`src/rtl/alu_writeback.sv`:
```
// ALU writeback stage: 2-entry in-order skid FIFO of {result, dest} toward the
// register file, plus the architectural flags register and condition evaluator.
module alu_writeback #(
  parameter logic [3:0] FLAGS_INIT = 4'b0000
) (
  input  logic        clk,
  input  logic        rst,
  input  logic        in_valid,
  output logic        in_ready,
  input  logic [15:0] in_result,
  input  logic [3:0]  in_flags,
  input  logic [2:0]  in_dest,
  input  logic        in_set_flags,
  output logic        out_valid,
  input  logic        out_ready,
  output logic [15:0] out_result,
  output logic [2:0]  out_dest,
  output logic [3:0]  flags_q,
  input  logic [2:0]  cond_sel,
  output logic        cond_true
);

  typedef enum logic [1:0] {EMPTY, ONE, FULL} state_t;

  state_t      state, state_next;
  logic [15:0] res_mem  [2];
  logic [2:0]  dest_mem [2];
  logic        wr_ptr, rd_ptr;
  logic        accept, retire;

  // Readiness depends only on registered occupancy, never on out_ready.
  assign in_ready  = (state != FULL) && !rst;
  assign out_valid = (state != EMPTY);
  assign accept    = in_valid && in_ready;
  assign retire    = out_valid && out_ready && !rst;

  assign out_result = res_mem[rd_ptr];
  assign out_dest   = dest_mem[rd_ptr];

  always_ff @(posedge clk) begin
    if (rst) begin
      state   <= EMPTY;
      wr_ptr  <= 1'b0;
      rd_ptr  <= 1'b0;
      flags_q <= FLAGS_INIT;
    end else begin
      state <= state_next;
      if (accept) begin
        wr_ptr <= ~wr_ptr;
        if (in_set_flags) flags_q <= in_flags;
      end
      if (retire) rd_ptr <= ~rd_ptr;
    end
  end

  // Payload storage carries no reset; contents are meaningless while empty.
  always_ff @(posedge clk) begin
    if (accept) begin
      res_mem[wr_ptr]  <= in_result;
      dest_mem[wr_ptr] <= in_dest;
    end
  end

  always_comb begin
    state_next = state;
    case (state)
      EMPTY: if (accept) state_next = ONE;
      ONE: begin
        if (accept && !retire)      state_next = FULL;
        else if (retire && !accept) state_next = EMPTY;
      end
      FULL:    if (retire) state_next = ONE;
      default: state_next = EMPTY;
    endcase
  end

  // flags_q layout: [3]=C, [2]=V, [1]=N, [0]=Z
  always_comb begin
    cond_true = 1'b0;
    case (cond_sel)
      3'd0:    cond_true = 1'b1;
      3'd1:    cond_true = flags_q[0];
      3'd2:    cond_true = ~flags_q[0];
      3'd3:    cond_true = flags_q[3];
      3'd4:    cond_true = ~flags_q[3];
      3'd5:    cond_true = flags_q[1];
      3'd6:    cond_true = flags_q[2];
      3'd7:    cond_true = flags_q[1] ^ flags_q[2];
      default: cond_true = 1'b0;
    endcase
  end

endmodule

```
`config.mk`:
```
export PLATFORM = sky130hd
export DESIGN_NAME = alu_writeback
export DESIGN_NICKNAME = d
export VERILOG_FILES = /design/src/rtl/alu_writeback.sv
export SDC_FILE = /design/constraint.sdc
export NUM_CORES = 1
export LEC_CHECK = 0
export CORE_UTILIZATION = 34
export CTS_CLUSTER_SIZE = 25
export DETAILED_ROUTE_END_ITERATION = 7
export SLEW_MARGIN = 20
export SYNTH_ARGS = -nofsm -noshare
export SYNTH_HDL_FRONTEND = slang
export SYNTH_SLANG_ARGS = --single-unit
```
`constraint.sdc`:
```
create_clock -name clk -period 4.4 [get_ports clk]
set_input_delay 0.88 -clock clk [delete_from_list [all_inputs] [get_ports clk]]
set_output_delay 0.88 -clock clk [all_outputs]
set_load 0.1 [all_outputs]
```
==> metrics.md, run 1 <==
| Metric | Value |
|---|---|
| Worst Setup End Kind | `primary output` |
| Share of cells above drive strength 1 | `0.2765` |
| DP HPWL | `approximately 2.2 mm` |
| P_leak | `~0.86 nW` |
| H-tree depth | `2` |
| Wl on met1 | `around 1.3 mm` |
| Syn Area/Cell | `16.82 µm²` |
| Worst-Skew Late Latency | `slightly below 300 ps` |
| Postcts setup bufs | `0` |
| # fillers | `around 480` |
| Endpoint, Worst Hold | `rd_ptr$_SDFFE_PP0P_` |
| Relative slew slack | `0.3430` |
| Hold Crit Depth | `2` |
| Area after DPL | `~2400 µm²` |
| Hold Slack | `505.1 ps` |
| Worst-margin pin slew | `just under 1000 ps` |
| Initial Utilization | `0.3535` |
| Final Instance Count excl. Fillers | `240` |
| # DRC | `0` |
| CTS buffer count | `5` |
| Total GRT Usage | `0.1216` |
| Final Hold Viols | `0` |
| Via Count | `between 1000 and 1500` |
| Vias per std cell | `roughly 4.5` |
| I/O Pins | `57` |
| Chip Width | `75.10 µm` |
| Reg2reg path depth | `3` |
| Crit path cell chain | `buf_4 -> mux2_1 -> clkdlybuf4s50_1` |
| Top sig layer | `met4` |
| Initial antenna violation count | `0` |
| Startpoint types | `flop` |
| Crit path max fanout | `19` |
| Buf/Inv on CP | `2` |
| Antenna-violating nets left | `0` |
| DP Cell Count | `approximately 230` |
| I/O Buffers | `56` |
| TritonCTS clock tree | `yes` |
| Req. time, crit path | `3520 ps` |
| Max incr delay on CP | `~970 ps` |
| RSZ-0062 raised after global routing | `no` |
| Clock sinks | `47` |
| Post-route minimum period | `a little over 3000 ps` |
| Fin. max-slew vios | `0` |
| Yosys reg bits | `47` |
| Syn Inst Count | `~110` |
| Tightest Hold Check Type | `reg -> reg` |
| Fin nets | `200` |
| Min-delay src | `rd_ptr$_SDFFE_PP0P_` |
| Data arrival, critical path | `2190 ps` |
| Global-route wire length before repair | `4.995 mm` |
| VDD IR max | `roughly 0.00021 V` |
| Clock-pin slew on the worst setup and hold paths | `about 70 ps` |
| Pwr/cell area | `402.4 nW/µm²` |
| DR pass1 iterations | `3` |
| Die H | `around 75 µm` |
| Number of global-route vias before repair | `~1100` |
| Period utilization | `0.6986` |
| Mapped Nets | `around 140` |
| # diodes | `0` |
| Fmax | `roughly 330 MHz` |
| Reg area | `between 1000 and 1500 µm²` |
| Post-CTS Hold Fix Bufs | `0` |
| Synth Warn # | `0` |
| Final core occ | `0.4873` |
| Clk root buf | `clkbuf_8` |
| Syn Std Cell Area | `around 1800 µm²` |
| Num rows | `26` |
| First-iteration detailed-routing DRC count | `36` |
| Post_cts resized | `0` |
| Sequential area share after synthesis | `0.7273` |
| Worst R2R End | `res_mem[0][9]$_DFFE_PP_` |
| Critical path class | `reg -> out` |
| Die area | `~5600 µm²` |
| Maxcap violations | `0` |
| Finished Cell Area | `2505 µm²` |
| Synth unique cells | `23` |
| R2r setup slk | `2460 ps` |
| DR WL met3 | `between 300 and 400 µm` |
| CP top delay family | `buffers and inverters` |
| DR WL/cell | `~13 µm` |
| Max clock buf depth | `2` |
| Grt ovf | `0` |
| Area grow syn2layout | `37.88%` |
| RD Place Congestion | `around 0.7` |
| R2R Path Start | `state[1]$_SDFFE_PP0P_` |
| Core area | `~5100 µm²` |
| Run status | `complete, no violations` |
| Fin Setup TNS | `0 ps` |
| Final Setup Violations | `0` |
| Area of the multi-input gates | `481.7 µm²` |
| Layout Skew | `between 8 and 9 ps` |
| Met2 WL | `approximately 1.5 mm` |
| Largest net degree at the start of global routing | `20` |
| Crit-path slowest cell | `clkdlybuf4s50_1` |
| Routed wire length | `3.100 mm` |
==> layout by cell type (no fill, tap or decap), drive strengths merged <==
cell type,synthesis,layout
nand2,4,4
buf,2,19
nor2b,3,3
edfxtp,38,38
nor2,9,9
or2,1,1
o22a,1,1
nor3b,2,2
clkbuf,1,7
mux2,20,20
o21ai,1,1
clkinv,0,1
nor3,3,3
mux2i,6,6
xor2,2,2
xnor2,1,1
clkdlybuf4s50,0,38
dfxtp,9,9
a21oi,4,4
and2,1,1
==> per-layer routing <==
layer  up-vias  global-route usage
li1        521                   -
met1       505              0.1351
met2        47              0.2122
met3         2             0.05890
met4         0             0.02516
met5         -                   0
==> Yosys cell counts <==
| cell type | number | share of area |
|---|---|---|
| edfxtp_1 | 38 | 0.63 |
| mux2_2 | 17 | 0.11 |
| dfxtp_1 | 9 | 0.099 |
| nor2_1 | 9 | 0.019 |
| mux2i_1 | 6 | 0.033 |
| a21oi_1 | 4 | 0.011 |
| nand2_1 | 4 | 0.0083 |
| mux2_1 | 3 | 0.019 |
| nor2b_1 | 2 | 0.0069 |
| nor3_1 | 2 | 0.0055 |
| xor2_1 | 2 | 0.0096 |
| and2_1 | 1 | 0.0034 |
| buf_2 | 1 | 0.0028 |
| buf_4 | 1 | 0.0041 |
| clkbuf_1 | 1 | 0.0021 |
| nor2b_4 | 1 | 0.0076 |
| nor3_4 | 1 | 0.0090 |
| nor3b_1 | 1 | 0.0041 |
| nor3b_2 | 1 | 0.0069 |
| o21ai_1 | 1 | 0.0028 |
| o22a_1 | 1 | 0.0048 |
| or2_1 | 1 | 0.0034 |
| xnor2_1 | 1 | 0.0048 |
==> cells by family (layout without fill, tap and decap cells) <==
| kind of cell | count (synthesis) | after routing | share of synthesized area |
|---|---|---|---|
| and+or+nand+nor | 23 | 23 | 0.07369 |
| buffers and inverters | 3 | 65 | 0.008950 |
| AOI/OAI and AO/OA | 6 | 6 | 0.01859 |
| xor gates and xnor gates | 3 | 3 | 0.01447 |
| DFF | 47 | 47 | 0.7273 |
| muxes | 26 | 26 | 0.1570 |
==> worst max path at each step <==
stage,startpoint,to,slack (ps),cells after the start
2_1_floorplan,flags_q[0]$_SDFFE_PP0P_,cond_true,780,3
3_3_place_gp,rst,res_mem[0][14]$_DFFE_PP_,1320,3
3_5_place_dp,rst,res_mem[0][14]$_DFFE_PP_,1230,3
4_1_cts,flop,out_result[13],1280,3
5_1_grt,flop,out_result[13],1220,3
6_report,flop,out_result[13],1330,3
==> cell type report <==
cell class | count | area share
Timing Repair Buffer | 57 | 0.2088
Multi-Input combinational cell | 58 | 0.1923
Tap cell | 70 | 0.03497
Clock buffer | 7 | 0.03447
Clock inverter | 1 | 0.001998
Sequential cell | 47 | 0.5275
==> worst reg2reg max path: cells and delay by family, from the launching register on <==
family	cells	cell delay, ps
flops	1	360
simple gates	3	1210
==> where the power goes <==
part           internal (mW)  leakage [nW]  total, mW  switching [mW]
clock network          0.127        0.0482      0.251           0.125
logic                 0.0733         0.391      0.251           0.178
registers              0.499         0.422      0.506         0.00660
total                  0.699         0.861       1.01           0.309
==> flip-flops by register name, summed over array words and instances, names as in the netlist, named ones only <==
name	cells
dest_mem	6
wr_ptr	1
res_mem	32
rd_ptr	1
flags_q	4
state	2
==> through the flow <==
stage | total power [mW] | worst slack [ps]
after floorplan | 0.6990 | 781.9
final | 1.008 | 1326
after global placement | 0.7660 | 1317
after global routing | 1.053 | 1217
after CTS | 1.023 | 1282
after detailed placement | 0.7686 | 1233
(Power assumes the default switching activity.)
==> run 2, diff against run 1 <==
==> constraint.sdc (replaced) <==
create_clock -name clk -period 2.7 [get_ports clk]
set_input_delay 0.54 -clock clk [delete_from_list [all_inputs] [get_ports clk]]
set_output_delay 0.54 -clock clk [all_outputs]
set_load 0.1 [all_outputs]
==> run 2 against run 1 <==
Final cell count rose by 2.1%. Clock power is 94% higher. Worst setup slack got worse by 1000 ps. Critical path type is now in -> out. Highest routed layer unchanged. Non-clock buffer count rose by 5. Wire length rose by 7.8%. Critical path depth rose by 3. Total power grew 80%. Largest cell class unchanged. Register-to-register slack worse by 1300 ps. Global-route usage is 0.45 points higher. Cell area grew 12%. Sequential share of layout area shrank 5.8 points. Hold slack improved by 39 ps.
==> metrics.md, run 2 (synthesis gave the netlist of run 1 again) <==
| Metric | Value |
|---|---|
| Grt ovf | `0` |
| # diodes | `0` |
| Pwr/cell area | `around 640 nW/µm²` |
| RD Place Congestion | `around 0.62` |
| Global-route wire length before repair | `between 5 and 6 mm` |
| CP top delay family | `buffers and inverters` |
| Share of cells above drive strength 1 | `0.3486` |
| Hold Slack | `about 540 ps` |
| Routed wire length | `3.341 mm` |
| Fin nets | `approximately 200` |
| Run status | `complete, no violations` |
| DR WL/cell | `13.64 µm` |
| Die area | `between 5000 and 6000 µm²` |
| P_leak | `1.005 nW` |
| TritonCTS clock tree | `yes` |
| Clk root buf | `clkbuf_8` |
| I/O Pins | `57` |
| Crit path max fanout | `4` |
| RSZ-0062 raised after global routing | `no` |
| Crit-path slowest cell | `clkdlybuf4s50_1` |
| Chip Width | `roughly 75 µm` |
| Post-CTS Hold Fix Bufs | `0` |
| Die H | `75.10 µm` |
| R2R Path Start | `state[1]$_SDFFE_PP0P_` |
| Crit path cell chain | `clkdlybuf4s50_1 -> nand2_1 -> xor2_1 -> a21oi_1 -> o21ai_4 -> buf_12` |
| Period utilization | `0.8810` |
| Data arrival, critical path | `approximately 1800 ps` |
| Core area | `5140 µm²` |
| Req. time, crit path | `between 2000 and 2500 ps` |
| VDD IR max | `0.0002394 V` |
| Worst-margin pin slew | `382.7 ps` |
| Largest register FFs | `32` |
| Post_cts resized | `0` |
| Worst Setup End Kind | `primary output` |
| Area of the multi-input gates | `slightly below 500 µm²` |
| H-tree depth | `2` |
| Via Count | `roughly 1100` |
| Fin. max-slew vios | `0` |
| Largest net degree at the start of global routing | `15` |
| Buf/Inv on CP | `2` |
| Fin Setup TNS | `0 ps` |
| Final Hold Viols | `0` |
| Final Setup Violations | `0` |
| Number of global-route vias before repair | `~1100` |
| Critical path startpoint | `cond_sel[1]` |
| Relative slew slack | `0.7445` |
| Total GRT Usage | `0.1261` |
| Initial Utilization | `0.3535` |
| Most frequent cells in the layout | `38 x edfxtp_1, 30 x clkdlybuf4s50_1, 21 x buf_12` |
| CTS buffer count | `5` |
| Commonest non-fill, non-tap cell in the layout | `edfxtp_1` |
| Max clock buf depth | `2` |
| Fmax | `420.4 MHz` |
| DP HPWL | `roughly 2.6 mm` |
| Reg area | `~1300 µm²` |
| Num rows | `26` |
| # DRC | `0` |
| Tightest Hold Check Type | `reg -> reg` |
| Clock-pin slew on the worst setup and hold paths | `~80 ps` |
| Max incr delay on CP | `540 ps` |
| Worst-Skew Late Latency | `approximately 290 ps` |
| Maxcap violations | `0` |
| Vias per std cell | `between 4 and 5` |
| Min-delay src | `flags_q[1]$_SDFFE_PP0P_` |
| Largest register by flop count | `res_mem` |
| Critical path class | `in -> out` |
| # fillers | `roughly 450` |
| Clock sinks | `47` |
| Layout Skew | `approximately 6.4 ps` |
| I/O Buffers | `56` |
| Initial antenna violation count | `0` |
| Largest regs | `res_mem: 32 flops, dest_mem: 6 flops, flags_q: 4 flops` |
| Postcts setup bufs | `0` |
| Area grow syn2layout | `54.82%` |
| First-iteration detailed-routing DRC count | `29` |
| DR pass1 iterations | `2` |
| Startpoint types | `input pin` |
| Post-route minimum period | `approximately 2400 ps` |
| Antenna-violating nets left | `0` |
[run 2: area by class of cell]
cell class / instances / share of cell area
Clock buffer: 5 / 0.02447
Clock inverter: 3 / 0.01379
Multi-Input combinational cell: 58 / 0.1753
Tap cell: 70 / 0.03114
Sequential cell: 47 / 0.4698
Timing Repair Buffer: 62 / 0.2856
[run 2: layer usage]
| metal | vias up | global-route usage | wire [µm] |
|---|---|---|---|
| met5 | - | 0 | 0 |
| met4 | 0 | 0.04403 | 43 |
| met3 | 5 | 0.04552 | 252 |
| met2 | 41 | 0.2312 | 1751 |
| met1 | 521 | 0.1331 | 1294 |
| li1 | 534 | - | - |
[run 2: per-stage QoR]
| stage | utilization | instance area [µm²] | instances | worst slack, ps | total power, mW |
|---|---|---|---|---|---|
| global placement | 0.5263 | 2705 | 237 | 392.5 | 1.335 |
| detailed placement | 0.5263 | 2705 | 237 | 312.0 | 1.343 |
| global route | 0.5472 | 2813 | 245 | 238.2 | 1.879 |
| floorplan | - | 1828 | 108 | 153.6 | 1.141 |
| CTS | 0.5472 | 2813 | 245 | 312.2 | 1.832 |
| finish | 0.5472 | 2813 | 245 | 321.2 | 1.810 |
[run 2: power by group]
| part | switching, mW | total, mW | internal, mW | leakage (nW) |
|---|---|---|---|---|
| sequential | 0.0148 | 0.828 | 0.813 | 0.422 |
| combinational | 0.305 | 0.495 | 0.191 | 0.527 |
| clock | 0.216 | 0.487 | 0.271 | 0.0556 |
[run 2: worst register-to-register path: stages, from the launching register on]
cell,delay [ps]
dfxtp_1,360
nor2b_4,160
nor3b_2,250
nor2b_2,210
buf_4,220
[run 2: worst paths after layout]
kind / cells after the start / slack (ps) / end
worst min-delay path: 2 / 540 / flags_q[1]$_SDFFE_PP0P_
worst max-delay path: 6 / 320 / cond_true
worst max register to register: 4 / 1190 / res_mem[0][2]$_DFFE_PP_
worst min register to register: 2 / 540 / flags_q[1]$_SDFFE_PP0P_
